File: src/rtl/fc_pkg.sv
// rtl/fc_pkg.sv - shared FP32 field constants, state encodings and clogb2 for the argmax block
package fc_pkg;

  localparam int SIGN_BIT = 31;
  localparam int EXP_MSB  = 30;
  localparam int EXP_LSB  = 23;
  localparam int MAN_MSB  = 22;

  localparam logic [31:0] FP32_ZERO = 32'h0000_0000;

  typedef enum logic [1:0] {
    ST_IDLE  = 2'd0,
    ST_ACCUM = 2'd1,
    ST_DONE  = 2'd2
  } state_t;

  // Bits needed to hold indices 0..n-1; never less than one bit.
  function automatic int clogb2(input int n);
    int r;
    r = 1;
    for (int i = 1; i < 32; i++) begin
      if (((n - 1) >> i) != 0) begin
        r = i + 1;
      end
    end
    return r;
  endfunction

endpackage

File: src/rtl/fp32_gt.sv
// rtl/fp32_gt.sv - combinational FP32 strict greater-than with NaN-aware ordering
module fp32_gt
  import fc_pkg::*;
(
  input  logic [31:0] a,
  input  logic [31:0] b,
  output logic        a_gt_b
);

  logic        w_a_nan;
  logic        w_b_nan;
  logic [30:0] w_a_mag;
  logic [30:0] w_b_mag;

  assign w_a_nan = (&a[EXP_MSB:EXP_LSB]) && (|a[MAN_MSB:0]);
  assign w_b_nan = (&b[EXP_MSB:EXP_LSB]) && (|b[MAN_MSB:0]);
  assign w_a_mag = a[EXP_MSB:0];
  assign w_b_mag = b[EXP_MSB:0];

  // NaN never wins but always loses; +/-0 are equal; otherwise sign-magnitude order
  always_comb begin
    a_gt_b = 1'b0;
    if (w_a_nan) begin
      a_gt_b = 1'b0;
    end else if (w_b_nan) begin
      a_gt_b = 1'b1;
    end else if ((w_a_mag == 31'd0) && (w_b_mag == 31'd0)) begin
      a_gt_b = 1'b0;
    end else if (a[SIGN_BIT] != b[SIGN_BIT]) begin
      a_gt_b = ~a[SIGN_BIT];
    end else if (!a[SIGN_BIT]) begin
      a_gt_b = (w_a_mag > w_b_mag);
    end else begin
      a_gt_b = (w_a_mag < w_b_mag);
    end
  end

endmodule

File: src/rtl/fc_argmax.sv
// rtl/fc_argmax.sv - streaming argmax over one frame of FP32 fully-connected outputs
module fc_argmax
  import fc_pkg::*;
#(
  parameter int NUM_CLASSES = 10,
  parameter int DATA_WIDTH  = 32
) (
  input  logic                          clk,
  input  logic                          resetn,
  input  logic                          valid_in,
  input  logic [DATA_WIDTH-1:0]         data_in,
  output logic                          ready_in,
  output logic [clogb2(NUM_CLASSES)-1:0] class_out,
  output logic [DATA_WIDTH-1:0]         max_out,
  output logic                          valid_out,
  input  logic                          ack,
  output logic                          drop
);

  localparam int            CW   = clogb2(NUM_CLASSES);
  localparam logic [CW-1:0] LAST = CW'(NUM_CLASSES - 1);

  state_t                r_state;
  state_t                w_next;
  logic [CW-1:0]         r_cnt;
  logic [CW-1:0]         r_class;
  logic [DATA_WIDTH-1:0] r_max;
  logic                  r_valid;
  logic                  r_ready;
  logic                  r_drop;

  logic                  w_accept;
  logic                  w_last;
  logic                  w_gt;

  assign w_accept = valid_in && r_ready;
  assign w_last   = (r_cnt == LAST);

  fp32_gt u_gt (
    .a      (data_in),
    .b      (r_max),
    .a_gt_b (w_gt)
  );

  // State register
  always_ff @(posedge clk) begin
    if (resetn) begin
      r_state <= ST_IDLE;
    end else begin
      r_state <= w_next;
    end
  end

  // Next-state: first feature opens a frame, last one closes it, ack releases the result
  always_comb begin
    w_next = r_state;
    case (r_state)
      ST_IDLE: begin
        if (w_accept) begin
          w_next = ST_ACCUM;
        end
      end
      ST_ACCUM: begin
        if (w_accept && w_last) begin
          w_next = ST_DONE;
        end
      end
      ST_DONE: begin
        if (ack) begin
          w_next = ST_IDLE;
        end
      end
      default: w_next = ST_IDLE;
    endcase
  end

  // Datapath: running best, feature counter, registered handshake outputs and sticky drop
  always_ff @(posedge clk) begin
    if (resetn) begin
      r_cnt   <= '0;
      r_class <= '0;
      r_max   <= FP32_ZERO;
      r_valid <= 1'b0;
      r_ready <= 1'b1;
      r_drop  <= 1'b0;
    end else begin
      r_ready <= (w_next != ST_DONE);
      r_valid <= (w_next == ST_DONE);
      if (valid_in && !r_ready) begin
        r_drop <= 1'b1;
      end
      if (w_accept) begin
        if (r_state == ST_IDLE) begin
          r_class <= '0;
          r_max   <= data_in;
          r_cnt   <= CW'(1);
        end else if (r_state == ST_ACCUM) begin
          if (w_gt) begin
            r_class <= r_cnt;
            r_max   <= data_in;
          end
          r_cnt <= w_last ? '0 : r_cnt + CW'(1);
        end
      end
    end
  end

  assign ready_in  = r_ready;
  assign valid_out = r_valid;
  assign class_out = r_class;
  assign max_out   = r_max;
  assign drop      = r_drop;

endmodule

File: config.mk
export PLATFORM = sky130hd
export DESIGN_NAME = fc_argmax
export DESIGN_NICKNAME = d
export VERILOG_FILES = /design/src/rtl/fc_pkg.sv /design/src/rtl/fp32_gt.sv /design/src/rtl/fc_argmax.sv
export SDC_FILE = /design/constraint.sdc
export NUM_CORES = 1
export LEC_CHECK = 0
export CAP_MARGIN = 5
export CELL_PAD_IN_SITES_DETAIL_PLACEMENT = 1
export CELL_PAD_IN_SITES_GLOBAL_PLACEMENT = 1
export CORE_MARGIN = 2
export CORE_UTILIZATION = 45
export CTS_CLUSTER_DIAMETER = 200
export DETAILED_ROUTE_END_ITERATION = 12
export DONT_BUFFER_PORTS = 1
export PLACE_DENSITY = 0.81
export SYNTH_ARGS = -nofsm -noshare
export SYNTH_HDL_FRONTEND = slang
export SYNTH_SLANG_ARGS = --single-unit
File: constraint.sdc
create_clock -name clk -period 3.5 [get_ports clk]
set_input_delay 0.35 -clock clk [delete_from_list [all_inputs] [get_ports clk]]
set_output_delay 0.35 -clock clk [all_outputs]
set_load 0.02 [all_outputs]
# --- Word level (Yosys, flattened, before mapping) ---
# Cells that the tools add are included.
totals:
  register_bits: 45
  in_bits: 36
  out_inout_bits: 39
  word_cells: 53
classes:
  n_addsub: 1
  magnitude_cmp: 2
  eq_ne: 6
  muxes: 18
  n_bitwise: 1
  n_reduce_logical: 18
op_table:
  columns: ["op", "n"]
  rows:
  - ["$mux W32", 3]
  - ["$logic_not A31 Y1", 2]
  - ["$reduce_or A23 Y1", 2]
  - ["$gt A31 B31 Y1", 1]
  - ["$lt A31 B31 Y1", 1]
  - ["$mux W4", 6]
  - ["$reduce_and A8 Y1", 2]
  - ["$logic_and A1 B1 Y1", 6]
  - ["$mux W2", 3]
  - ["$pmux W2 S3", 1]
  - ["$mux W1", 5]
  - ["$add A4 B1 Y4 const B", 1]
  - ["$eq A2 B2 Y1 const B", 2]
  - ["$eq A4 B4 Y1 const B", 1]
  - ["$reduce_bool A2 Y1", 2]
  - ["$reduce_and A3 Y1", 1]
  - ["$eq A2 B1 Y1 const B", 1]
  - ["$logic_not A2 Y1", 1]
  - ["$ne A2 B2 Y1 const B", 1]
  - ["$reduce_and A2 Y1", 1]
  - ["$logic_not A1 Y1", 1]
  - ["$ne A1 B1 Y1", 1]
  - ["$not A1 Y1", 1]

# --- Depth between registers and ports, before layout ---
logic_depth:
  ltp_word: 9
  ltp_mapped: 12
  depth_no_buf: 10

# --- Hierarchy ---
# Synthesis repeated with hierarchy kept, for this count alone.
unflattened:
  hier_cells: 357
  area_unflattened_um2: 2808.9
modules_own_cells:
  columns: ["mod", "instances", "cells_per_inst", "area_each_um2", "seq_area_each_um2"]
  rows:
  - ["fc_argmax", 1, 213, 1808.0, 900.9]
  - ["fp32_gt", 1, 144, 1001.0, 0.0]

# --- Worst setup path before layout ---
# OpenSTA, ideal clock, no wires.
synth_path:
  path_type: "reg2reg"
  startpoint: "register r_max[2] (netlist: max_out[2])"
  endpoint: "register r_max[0] (netlist: max_out[0])"
  setup_time_ps: 117
  arrival_ps: 2616
  t_required_ps: 3383
  path_slack_ps: 767
  path_stages_with_launch: 13
  path_buffers: 2
  synth_period_minus_slack_ps: 2733
  path_cell_list: "dfxtp_1 inv_1 ha_1 a21oi_1 a21oi_1 o31a_1 o41a_1 o31ai_2 o211ai_2 and2_4 buf_8 buf_12 a22o_1"
synth_via:
  elab_chain_len: 8
  word_cells_on_any_way: 13
  cone_classes: "2 x order compare; 5 x mux; 6 x reduce/logical"
synth_rtl:
  columns: ["item", "line_no", "rtl"]
  rows:
  - ["start: declaration", "fc_argmax.sv:27", "logic [DATA_WIDTH-1:0] r_max;"]
  - ["start signal: assignment", "fc_argmax.sv:95", "r_max <= data_in;"]
  - ["start signal: assignment", "fc_argmax.sv:100", "r_max <= data_in;"]
  - ["$gt A31 B31 Y1 / $lt A31 B31 Y1 (equally long branches)", "fp32_gt.sv:32, fp32_gt.sv:34", null]
  - ["$mux W1", "fp32_gt.sv:31", "end else if (!a[SIGN_BIT]) begin"]
  - ["$mux W1", "fp32_gt.sv:29", "end else if (a[SIGN_BIT] != b[SIGN_BIT]) begin"]
  - ["$mux W1", "fp32_gt.sv:27", "end else if ((w_a_mag == 31'd0) && (w_b_mag == 31'd0)) begin"]
  - ["$mux W1 (*)", "fp32_gt.sv:25", "end else if (w_b_nan) begin"]
  - ["$mux W1 (*)", "fp32_gt.sv:23", "if (w_a_nan) begin"]
  - ["$reduce_bool A2 Y1 (no line) (*)", null, null]
  - ["$reduce_and A3 Y1 (no line) (*)", null, null]
# Every way passes the cells marked *; elsewhere a longest branch is shown, timed or not.
# A chain may end at the register's enable or synchronous reset.

# --- Final worst setup path ---
layout_path:
  startpoint: "register r_max[2] (netlist: max_out[2])"
  endpoint: "register r_class[3] (netlist: class_out[3])"
layout_via:
  elab_chain_len: 8
  word_cells_on_any_way: 13
  cone_classes: "2 x order compare; 5 x mux; 6 x reduce/logical"
layout_rtl:
  columns: ["item", "line_no", "rtl"]
  rows:
  - ["$gt A31 B31 Y1 / $lt A31 B31 Y1 (equally long branches)", "fp32_gt.sv:32, fp32_gt.sv:34", null]
  - ["$mux W1", "fp32_gt.sv:31", null]
  - ["$mux W1", "fp32_gt.sv:29", null]
  - ["$mux W1", "fp32_gt.sv:27", null]
  - ["$mux W1 (*)", "fp32_gt.sv:25", null]
  - ["$mux W1 (*)", "fp32_gt.sv:23", null]
  - ["$reduce_bool A2 Y1 (no line) (*)", null, null]
  - ["$reduce_and A3 Y1 (no line) (*)", null, null]
  - ["end signal: assignment", "fc_argmax.sv:99", "r_class <= r_cnt;"]
  - ["end: declaration", "fc_argmax.sv:26", "logic [CW-1:0] r_class;"]
# Marked as above.

==> run summary <==
status: finished clean
Via density: 6.00
vias in the first global route: 2084
Critical-path top delay cell: dfxtp_1
final core occ: 0.481
Worst R2R Start: max_out[2]$_SDFFE_PP0P_
crit share post-route: 0.847
DRT iter0 DRCs: 61
area of the multi-input gates: 1430 µm²
synth-to-layout area growth: 2.80%
Starting Density: 0.468
WP data arrival: 3220 ps
FMAX: 337 MHz
post-synth top area share: 0.347
critical path fanouts, max: 33
Setup Fix Bufs, Post-CTS: 0
Setup WS pre-CTS: 536 ps
n_diodes: 0
non-filler cells, final: 350
Final Max Slew Viols: 0
Reg clk slew, reported paths: 100 ps
first-pass GRT wire length: 10400 µm
Final setup viols: 0
Crit path top cell by count: a21oi_1
CTS tree: done
Lkg Pwr: 1.06 nW
Warnings, synthesis: 0
initial antenna violation count: 0
cell chain of the critical path: inv_1, ha_1, a21oi_1, a21oi_1, o31a_1, o41a_1, o21a_1, o211ai_2, and2_4, a32o_1
synth top area cells: dfxtp_1 (35%), ha_1 (16%), a22o_1 (12%), inv_1 (5.2%), nor4_1 (3.6%)
reg2reg path depth: 10
asr flop ratio synth: 0
CP required: 3760 ps
vias: 2100
Fillers: 679
Main synth FF type: dfxtp_1
Post-synth EDFFs: 0
WL per Instance: 18.3 µm
VDD IR max: 0.182 mV
Core Region: 5540 µm²
Startpoint Class: register
worst relative slew slack: 0.600
grt ovf: 0
port bufs: 0
Critical path origin: max_out[2]$_SDFFE_PP0P_
clk buf depth: 2
fin worst setup slack: 535 ps
WP depth: 10
pin count of the biggest net entering global routing: 34
Yosys cell types: 40
post-synthesis cell area: 2590 µm²
Worst-Margin Slew: 598 ps
crit end category: register
R2R setup slack: 530 ps
Pre-Repair DR Iteration Count: 4
FF+latch count, synth: 45
dominant cell type by area after synthesis: dfxtp_1
Max Cap Violations: 0
PwrDens: 424 nW/µm²
# H-tree levels: 2
placed cell count: 342
Critical Path Max Stage Delay: 510 ps
Setup CP Type: register to register
RSZ-0062 raised after global routing: false
DRC viols: 0
Post-Synthesis Cells: 276
Clock Skew: 11.7 ps
fin nets: 346
Overall Power: 1.13 mW
DP HPWL: 5130 µm
delay-heaviest family, CP: compound AO/OA/AOI/OAI gates
Detail Route Antenna Nets: 0
sequential area share after synthesis: 0.347
worst-skew pair later-pin latency: 310 ps
HP Class: input port to register
Post-Syn Area per Cell: 9.40 µm²
fin crit period: 2970 ps
Worst Path Buf+Inv: 1
Total Wirelength: 6390 µm
Die W: 79.9 µm
num ports: 75
die area: 6390 µm²
Rows: 27
Hold Vio Cnt, Final: 0
die height: 79.9 µm
Num CTS Buffers: 5
cts hold-fix bufs: 0
CTS root buffer: clkbuf_8
# resized after CTS: 0
share of cells above drive strength 1: 0.0719
critical path capture point: class_out[3]$_SDFFE_PP0P_
Mapped Nets: 345
reg-to-reg critical path endpoint: class_out[3]$_SDFFE_PP0P_
GRT Total Usage: 0.209
setup TNS: 0 ps
Sink Count: 45
final RePlAce weighted congestion: 0.821
sequential cell area: 901 µm²
-- layout make-up --
type                            instances  share of cell area
Clock buffer                            5              0.0258
Clock inverter                          3             0.00844
Inverter                               36              0.0507
Multi-Input combinational cell        186               0.535
Sequential cell                        45               0.338
Tap cell                               72              0.0338
Timing Repair Buffer                    3             0.00844
-- metal layers --
| layer | GRT usage | share of wire |
|---|---|---|
| met5 | 0 | 0 |
| met4 | 0.0712 | 0.019 |
| met3 | 0.0701 | 0.067 |
| met2 | 0.337 | 0.48 |
| met1 | 0.259 | 0.44 |
-- cell families (layout without fill, tap and decap cells) --
kind of cell,Yosys count,count (layout),synth area share
and+or+nand+nor,77,77,0.161
AOI/OAI and AO/OA,75,75,0.227
DFF,45,45,0.347
buffers and inverters,45,47,0.103
adders and majority gates,33,33,0.159
muxes,1,1,0.00386
-- placed cells by master, fill, tap and decap left out, drive strengths merged, types with 2 or more instances in the layout --
master  Yosys  layout
o21a        3       3
and3        3       3
a21oi      15      15
a211oi      2       2
dfxtp      45      45
clkbuf      0       5
nand2      12      12
nand4      13      13
nor3        7       7
buf         9       3
o211ai      2       2
nand3       3       3
nor4       15      15
inv        36      36
a221oi      2       2
o21ai       9       9
nand4b      2       2
a22o       35      35
nor2       16      16
clkinv      0       3
ha         33      33
-- worst min-delay path by stage --
stage	slack [ps]	from	to	cells past startpoint
floorplan	450	r_cnt[3]$_SDFFE_PP0P_	r_cnt[3]$_SDFFE_PP0P_	2
CTS	90	resetn	r_cnt[2]$_SDFFE_PP0P_	1
detailed placement	430	resetn	drop$_SDFFE_PP0P_	1
global route	80	resetn	drop$_SDFFE_PP0P_	1
global placement	420	resetn	r_cnt[3]$_SDFFE_PP0P_	1
finish	100	resetn	r_cnt[2]$_SDFFE_PP0P_	1
-- cells in the mapped netlist (all sizes together) (2+ instances only) --
| cell | count |
|---|---|
| nor3 | 7 |
| nor4 | 15 |
| nand4 | 13 |
| a221oi | 2 |
| o21ai | 9 |
| o211ai | 2 |
| a21oi | 15 |
| ha | 33 |
| a211oi | 2 |
| buf | 9 |
| nand3 | 3 |
| nor2 | 16 |
| nand4b | 2 |
| and3 | 3 |
| dfxtp | 45 |
| nand2 | 12 |
| o21a | 3 |
| a22o | 35 |
| inv | 36 |
-- where the power goes --
group | switching (mW) | internal [mW]
registers | 0.0693 | 0.541
logic | 0.0998 | 0.0845
clock network | 0.195 | 0.142
-- sequential cells by signal (all words and copies together) (netlist names) --
register,count
r_state,2
r_cnt,4
class_out,4
drop,1
ready_in,1
valid_out,1
max_out,32
-- metrics by stage --
stage	hold slack (ps)	cell area, µm²
6_report	96.3	2670
2_1_floorplan	452	2590
5_1_grt	77.8	2670
4_1_cts	89.5	2670
3_5_place_dp	426	2580
3_3_place_gp	422	2580
Power figures use the tool's default switching activity.
